===== src/rtl/arm_pkg.sv =====
// Shared definitions for the execute-stage conditional-execution logic.
//   cond_e  : the 16 ARM condition-field encodings
//   FLAG_*  : bit positions of N, Z, C, V inside the 4-bit flags word
package arm_pkg;

  typedef enum logic [3:0] {
    COND_EQ = 4'b0000,
    COND_NE = 4'b0001,
    COND_CS = 4'b0010,
    COND_CC = 4'b0011,
    COND_MI = 4'b0100,
    COND_PL = 4'b0101,
    COND_VS = 4'b0110,
    COND_VC = 4'b0111,
    COND_HI = 4'b1000,
    COND_LS = 4'b1001,
    COND_GE = 4'b1010,
    COND_LT = 4'b1011,
    COND_GT = 4'b1100,
    COND_LE = 4'b1101,
    COND_AL = 4'b1110,
    COND_NV = 4'b1111
  } cond_e;

  localparam int FLAG_N = 3;
  localparam int FLAG_Z = 2;
  localparam int FLAG_C = 1;
  localparam int FLAG_V = 0;

endpackage


===== src/rtl/cond_e2m_if.sv =====
// Bundle between the execute stage and the cond_e2m unit.
//   master : execute-stage side, drives E-stage control, stall/flush;
//            receives condition result, branch redirect, flags and M controls
//   slave  : the cond_e2m unit itself
interface cond_e2m_if #(
  parameter int REG_ADDR_W = 4,
  parameter int COND_W     = 4
);
  logic                  StallM;
  logic                  FlushM;
  logic [COND_W-1:0]     CondE;
  logic [3:0]            ALUFlagsE;
  logic [1:0]            FlagWriteE;
  logic                  PCSrcE;
  logic                  BranchE;
  logic                  RegWriteE;
  logic                  MemWriteE;
  logic                  MemtoRegE;
  logic [REG_ADDR_W-1:0] WA3E;

  logic                  BranchTakenE;
  logic                  CondExE;
  logic [3:0]            FlagsQ;
  logic                  PCSrcM;
  logic                  RegWriteM;
  logic                  MemWriteM;
  logic                  MemtoRegM;
  logic [REG_ADDR_W-1:0] WA3M;

  modport master (
    output StallM, FlushM, CondE, ALUFlagsE, FlagWriteE, PCSrcE, BranchE,
           RegWriteE, MemWriteE, MemtoRegE, WA3E,
    input  BranchTakenE, CondExE, FlagsQ, PCSrcM, RegWriteM, MemWriteM,
           MemtoRegM, WA3M
  );

  modport slave (
    input  StallM, FlushM, CondE, ALUFlagsE, FlagWriteE, PCSrcE, BranchE,
           RegWriteE, MemWriteE, MemtoRegE, WA3E,
    output BranchTakenE, CondExE, FlagsQ, PCSrcM, RegWriteM, MemWriteM,
           MemtoRegM, WA3M
  );
endinterface


===== src/rtl/cond_check.sv =====
// Purely combinational ARM condition evaluator.
//   cond    : 4-bit condition field
//   flags   : current {N,Z,C,V}
//   cond_ex : 1 when the instruction is allowed to take effect
module cond_check
  import arm_pkg::*;
(
  input  logic [3:0] cond,
  input  logic [3:0] flags,
  output logic       cond_ex
);

  logic n, z, c, v;
  assign n = flags[FLAG_N];
  assign z = flags[FLAG_Z];
  assign c = flags[FLAG_C];
  assign v = flags[FLAG_V];

  always_comb begin
    cond_ex = 1'b1;
    case (cond_e'(cond))
      COND_EQ: cond_ex = z;
      COND_NE: cond_ex = ~z;
      COND_CS: cond_ex = c;
      COND_CC: cond_ex = ~c;
      COND_MI: cond_ex = n;
      COND_PL: cond_ex = ~n;
      COND_VS: cond_ex = v;
      COND_VC: cond_ex = ~v;
      COND_HI: cond_ex = c & ~z;
      COND_LS: cond_ex = ~c | z;
      COND_GE: cond_ex = ~(n ^ v);
      COND_LT: cond_ex = n ^ v;
      COND_GT: cond_ex = ~z & ~(n ^ v);
      COND_LE: cond_ex = z | (n ^ v);
      COND_AL: cond_ex = 1'b1;
      // The reserved encoding executes unconditionally.
      default: cond_ex = 1'b1;
    endcase
  end

endmodule


===== src/rtl/cond_e2m.sv =====
// Execute-stage conditional-execution unit fused with the E->M control register.
//   clk, reset_n : clock and asynchronous active-low reset
//   bus (slave)  : E-stage controls in; CondExE / BranchTakenE (combinational),
//                  FlagsQ and registered M-stage controls out
// The condition is evaluated against the architectural flags, so an
// instruction sees flags written by its predecessor one cycle earlier.
module cond_e2m
  import arm_pkg::*;
#(
  parameter int REG_ADDR_W = 4,
  parameter int COND_W     = 4
) (
  input  logic       clk,
  input  logic       reset_n,
  cond_e2m_if.slave  bus
);

  logic [3:0]            flags_reg;
  logic                  cond_ex;
  logic                  pcsrc_reg;
  logic                  regwrite_reg;
  logic                  memwrite_reg;
  logic                  memtoreg_reg;
  logic [REG_ADDR_W-1:0] wa3_reg;
  logic                  flag_en;

  cond_check u_cond_check (
    .cond    (bus.CondE[3:0]),
    .flags   (flags_reg),
    .cond_ex (cond_ex)
  );

  // Flags move only when the instruction really retires from E this cycle.
  assign flag_en = cond_ex & ~bus.StallM & ~bus.FlushM;

  always_ff @(posedge clk or negedge reset_n) begin
    if (!reset_n) begin
      flags_reg <= 4'b0000;
    end else if (flag_en) begin
      if (bus.FlagWriteE[1]) begin
        flags_reg[FLAG_N] <= bus.ALUFlagsE[FLAG_N];
        flags_reg[FLAG_Z] <= bus.ALUFlagsE[FLAG_Z];
      end
      if (bus.FlagWriteE[0]) begin
        flags_reg[FLAG_C] <= bus.ALUFlagsE[FLAG_C];
        flags_reg[FLAG_V] <= bus.ALUFlagsE[FLAG_V];
      end
    end
  end

  // Flush beats stall: a flushed slot always becomes a bubble.
  always_ff @(posedge clk or negedge reset_n) begin
    if (!reset_n) begin
      pcsrc_reg    <= 1'b0;
      regwrite_reg <= 1'b0;
      memwrite_reg <= 1'b0;
      memtoreg_reg <= 1'b0;
      wa3_reg      <= '0;
    end else if (bus.FlushM) begin
      pcsrc_reg    <= 1'b0;
      regwrite_reg <= 1'b0;
      memwrite_reg <= 1'b0;
      memtoreg_reg <= 1'b0;
      wa3_reg      <= '0;
    end else if (!bus.StallM) begin
      pcsrc_reg    <= bus.PCSrcE    & cond_ex;
      regwrite_reg <= bus.RegWriteE & cond_ex;
      memwrite_reg <= bus.MemWriteE & cond_ex;
      // Harmless to pass through: without RegWriteM nothing is written back.
      memtoreg_reg <= bus.MemtoRegE;
      wa3_reg      <= bus.WA3E;
    end
  end

  assign bus.CondExE      = cond_ex;
  assign bus.BranchTakenE = bus.BranchE & cond_ex;
  assign bus.FlagsQ       = flags_reg;
  assign bus.PCSrcM       = pcsrc_reg;
  assign bus.RegWriteM    = regwrite_reg;
  assign bus.MemWriteM    = memwrite_reg;
  assign bus.MemtoRegM    = memtoreg_reg;
  assign bus.WA3M         = wa3_reg;

endmodule


===== src/flat_wrapper.sv =====
// flat-port wrapper written by rule: the top's interface ports become plain ports
module cond_e2m_flat import arm_pkg::*;
#(
  parameter int REG_ADDR_W = 4,
  parameter int COND_W     = 4
)
  (clk, reset_n, bus_StallM, bus_FlushM, bus_CondE, bus_ALUFlagsE, bus_FlagWriteE, bus_PCSrcE, bus_BranchE, bus_RegWriteE, bus_MemWriteE, bus_MemtoRegE, bus_WA3E, bus_BranchTakenE, bus_CondExE, bus_FlagsQ, bus_PCSrcM, bus_RegWriteM, bus_MemWriteM, bus_MemtoRegM, bus_WA3M);
  cond_e2m_if #(.REG_ADDR_W(REG_ADDR_W), .COND_W(COND_W)) bus_i ();
  input  logic clk;
  input  logic reset_n;
  input wire logic [$bits(bus_i.StallM)-1:0] bus_StallM;
  input wire logic [$bits(bus_i.FlushM)-1:0] bus_FlushM;
  input wire logic [$bits(bus_i.CondE)-1:0] bus_CondE;
  input wire logic [$bits(bus_i.ALUFlagsE)-1:0] bus_ALUFlagsE;
  input wire logic [$bits(bus_i.FlagWriteE)-1:0] bus_FlagWriteE;
  input wire logic [$bits(bus_i.PCSrcE)-1:0] bus_PCSrcE;
  input wire logic [$bits(bus_i.BranchE)-1:0] bus_BranchE;
  input wire logic [$bits(bus_i.RegWriteE)-1:0] bus_RegWriteE;
  input wire logic [$bits(bus_i.MemWriteE)-1:0] bus_MemWriteE;
  input wire logic [$bits(bus_i.MemtoRegE)-1:0] bus_MemtoRegE;
  input wire logic [$bits(bus_i.WA3E)-1:0] bus_WA3E;
  output wire logic [$bits(bus_i.BranchTakenE)-1:0] bus_BranchTakenE;
  output wire logic [$bits(bus_i.CondExE)-1:0] bus_CondExE;
  output wire logic [$bits(bus_i.FlagsQ)-1:0] bus_FlagsQ;
  output wire logic [$bits(bus_i.PCSrcM)-1:0] bus_PCSrcM;
  output wire logic [$bits(bus_i.RegWriteM)-1:0] bus_RegWriteM;
  output wire logic [$bits(bus_i.MemWriteM)-1:0] bus_MemWriteM;
  output wire logic [$bits(bus_i.MemtoRegM)-1:0] bus_MemtoRegM;
  output wire logic [$bits(bus_i.WA3M)-1:0] bus_WA3M;
  assign bus_i.StallM = bus_StallM;
  assign bus_i.FlushM = bus_FlushM;
  assign bus_i.CondE = bus_CondE;
  assign bus_i.ALUFlagsE = bus_ALUFlagsE;
  assign bus_i.FlagWriteE = bus_FlagWriteE;
  assign bus_i.PCSrcE = bus_PCSrcE;
  assign bus_i.BranchE = bus_BranchE;
  assign bus_i.RegWriteE = bus_RegWriteE;
  assign bus_i.MemWriteE = bus_MemWriteE;
  assign bus_i.MemtoRegE = bus_MemtoRegE;
  assign bus_i.WA3E = bus_WA3E;
  assign bus_BranchTakenE = bus_i.BranchTakenE;
  assign bus_CondExE = bus_i.CondExE;
  assign bus_FlagsQ = bus_i.FlagsQ;
  assign bus_PCSrcM = bus_i.PCSrcM;
  assign bus_RegWriteM = bus_i.RegWriteM;
  assign bus_MemWriteM = bus_i.MemWriteM;
  assign bus_MemtoRegM = bus_i.MemtoRegM;
  assign bus_WA3M = bus_i.WA3M;
  cond_e2m #(.REG_ADDR_W(REG_ADDR_W), .COND_W(COND_W)) u_core (.clk(clk), .reset_n(reset_n), .bus(bus_i));
endmodule

===== config.mk =====
export PLATFORM = sky130hd
export DESIGN_NAME = cond_e2m_flat
export DESIGN_NICKNAME = d
export VERILOG_FILES = /design/src/rtl/arm_pkg.sv /design/src/rtl/cond_e2m_if.sv /design/src/rtl/cond_check.sv /design/src/rtl/cond_e2m.sv /design/src/flat_wrapper.sv
export SDC_FILE = /design/constraint.sdc
export NUM_CORES = 1
export LEC_CHECK = 0
export ABC_AREA = 1
export CAP_MARGIN = 0
export CORE_AREA = 10 10 54 56
export CTS_BUF_LIST = sky130_fd_sc_hd__clkbuf_8
export DETAILED_ROUTE_END_ITERATION = 7
export DIE_AREA = 0 0 64 66
export PLACE_DENSITY = 0.77
export SETUP_SLACK_MARGIN = 0.4
export SYNTH_ARGS = -nofsm -noshare
export SYNTH_HDL_FRONTEND = slang
export SYNTH_HIERARCHICAL = 1
export SYNTH_SLANG_ARGS = --single-unit

===== constraint.sdc =====
create_clock -name clk -period 3.9 [get_ports clk]
set_input_delay 0.39 -clock clk [delete_from_list [all_inputs] [get_ports clk]]
set_output_delay 0.39 -clock clk [all_outputs]
set_load 0.05 [all_outputs]

==> flow_metrics.tcl <==
set metrics [dict create \
    pre_cts_ws_ns 0.8453 \
    finalMaxSlewViolations 0 \
    syn_area_um2 709.4 \
    grt_remaining_overflow 0 \
    combPwrFrac 0.461 \
    rsz0062_at_grt "no" \
    finalCritPeriodShare 0.7812 \
    p_leak_nw 0.5751 \
    netlist_instances 107 \
    antenna_found_initial 0 \
    netlist-cell-type-count 13 \
    finalNetCount 169 \
    num_rows 16 \
    crit_path_start_kind "input pin" \
    via_count 800 \
    pwr-share-clk 0.237 \
    period_needed_ns 3.047 \
    tightestPinTransition_ns 0.5368 \
    use_met1 0.09565 \
    timing.setup.tns_ns 0 \
    design_area_um2 1142 \
    boundaryPins 37 \
    reg2reg_from "u_core/bus.FlagsQ[0]$_DFFE_PN0P_" \
    final.setup_skew_ns 0.001221 \
    cp-end-kind "primary output" \
    grt_max_degree 15 \
    grt_pass1_wl_mm 3.456 \
    yosysSeqAreaShare 0.4233 \
    rr_worst_depth 9 \
    cts_resized 0 \
    p_sw_mw 0.2368 \
    fmax_mhz 328.2 \
    cts_tree "built" \
    final_cell_count_no_fill 172 \
    cellInternalPower_mw 0.3273 \
    drive_gt1_frac 0.05517 \
    place_inst 168 \
    fp.coreArea_um2 1902 \
    die_area_um2 4224 \
    hpwl_mm 1.684 \
    start_util 0.3730 \
    cp.arrival_ns 2.66 \
    cts_sinks 12 \
    crit_type "input pin to primary output" \
    p_seq_frac 0.302 \
    drc_errors 0 \
    ys.warnings.count 6 \
    hold_buffers 0 \
    synth_area_leaders "dfrtp_1 42%, nand2_1 26%, nand3_1 9.2%" \
    status "finished clean" \
    cts-root-buf "clkbuf_8" \
    die_w_um 64 \
    syn2layout_area_growth_pct 61.02 \
    finalSetupViolCount 0 \
    synth_fp_nets 130 \
    post_cts_buffers 0 \
    sw_frac_of_total 0.4198 \
    cts_buffers 3 \
    post_dp_cell_area_um2 1087 \
    ant_nets 0 \
    final_util 0.6007 \
    cts.reportedPaths.clkPinSlew_ns 0.05 \
    drt_first_pass_iters 4 \
    yosysTopAreaCell "dfrtp_1" \
    r2r-end "u_core/bus.FlagsQ[3]$_DFFE_PN0P_" \
    yosysTopAreaCellShare 0.4233 \
    path_max_fanout 11 \
    crit_end "bus_BranchTakenE" \
    die_h_um 66 \
    fin_ws_ns 0.8531 \
    wire_per_inst_um 11.51 \
    wirelength_mm 1.979 \
    diodes 0 \
    io_buffers 36 \
    grt_util_met2 0.1642 \
    grt.met3_usage 0.06949 \
    clock_path_buffers 2 \
    critPathLaunch "bus_CondE[1]" \
    critPathRequiredTime_ns 3.51 \
    grt_pass1_vias 819 \
    finalHoldViolCount 0 \
    hold_path.class "flip-flop to flip-flop" \
    drt-initial-drc-count 12 \
    grt.total_usage 0.09983 \
    ir_worst_vdd_mv 0.2644 \
    synth_seq_cells 12 \
    final_cell_mix "49 x nand2_1, 36 x clkdlybuf4s50_1, 13 x nand3_1" \
    synth_area_per_cell_um2 6.630 \
    max_cap_viol_count 0 \
    gr-max-usage-layer "met2" \
    r2r_setup_slack_ns 2.37 \
    vias_per_cell 4.651 \
    htreeDepth 1 \
    gp_routability_congestion 0.7756 \
    final_common_cell "nand2_1" \
    clock_latency_ns 0.24 \
    powerDensity_nw_per_um2 493.9 \
    slew_headroom 0.6410 \
]
## sequential cells by signal, summed over array words and instances (netlist names)
name                  count
u_core/bus.FlagsQ         4
u_core/bus.MemWriteM      1
u_core/bus.MemtoRegM      1
u_core/bus.PCSrcM         1
u_core/bus.RegWriteM      1
u_core/bus.WA3M           4
## layer usage
metal | wire length, um | vias up
met5 | 0 | -
met4 | 10 | 0
met3 | 286 | 2
met2 | 875 | 29
met1 | 807 | 358
li1 | - | 411
## synth_stat cells, drive strengths merged
cell,n
nor2,11
nand4,4
nand3,13
a21oi,4
buf,2
inv,11
dfrtp,12
nand2,50
## power groups by stage
stage | Sequential [mW] | Clock [mW] | Combinational [mW]
2_1_floorplan | 0.242 | 0 | 0.0961
3_3_place_gp | 0.172 | 0 | 0.260
3_5_place_dp | 0.173 | 0 | 0.262
4_1_cts | 0.171 | 0.137 | 0.263
5_1_grt | 0.175 | 0.145 | 0.281
6_report | 0.170 | 0.134 | 0.260
## how the worst min path moves through the flow
stage	startpoint	endpoint	slack (ns)	depth (start not counted)
after global placement	u_core/bus.WA3M[2]$_DFFE_PN0P_	u_core/bus.WA3M[2]$_DFFE_PN0P_	0.45	2
after detailed placement	u_core/bus.WA3M[1]$_DFFE_PN0P_	u_core/bus.WA3M[1]$_DFFE_PN0P_	0.46	2
after floorplan	reset_n	u_core/bus.FlagsQ[0]$_DFFE_PN0P_	0.09	0
final	u_core/bus.WA3M[0]$_DFFE_PN0P_	u_core/bus.WA3M[0]$_DFFE_PN0P_	0.47	2
after CTS	u_core/bus.WA3M[1]$_DFFE_PN0P_	u_core/bus.WA3M[1]$_DFFE_PN0P_	0.47	2
after global routing	u_core/bus.PCSrcM$_DFFE_PN0P_	u_core/bus.PCSrcM$_DFFE_PN0P_	0.50	2
## area by class of cell
cell class	instances	area, um^2
repair buffers	36	360.3
flip-flops and latches	12	300.3
well taps	27	33.78
multi-input cells	82	351.6
clock buffers	4	55.05
fillers	169	759.5
inverters	11	41.29
## worst max-delay path, cell delays in order
cell             delay [ns]
clkdlybuf4s50_1        0.61
nand2_1                0.11
nand3_1                0.09
nand2_1                0.05
nor2_1                 0.13
nor2_1                 0.07
nand2_1                0.26
nand2_1                0.09
inv_1                  0.07
clkdlybuf4s50_1        0.80
## through the flow
step	power, mW	hold WS, ns
after CTS	0.5708	0.4708
after floorplan	0.3383	0.09441
after detailed placement	0.4352	0.4574
final	0.5642	0.4679
after global placement	0.4323	0.4537
after global routing	0.6012	0.5040
## kinds of logic after synthesis
logic type,Yosys count,synth area share
buf+inv,13,0.08112
flops,12,0.4233
simple gates,78,0.4674
compound gates,4,0.02822
(Power assumes the default switching activity.)
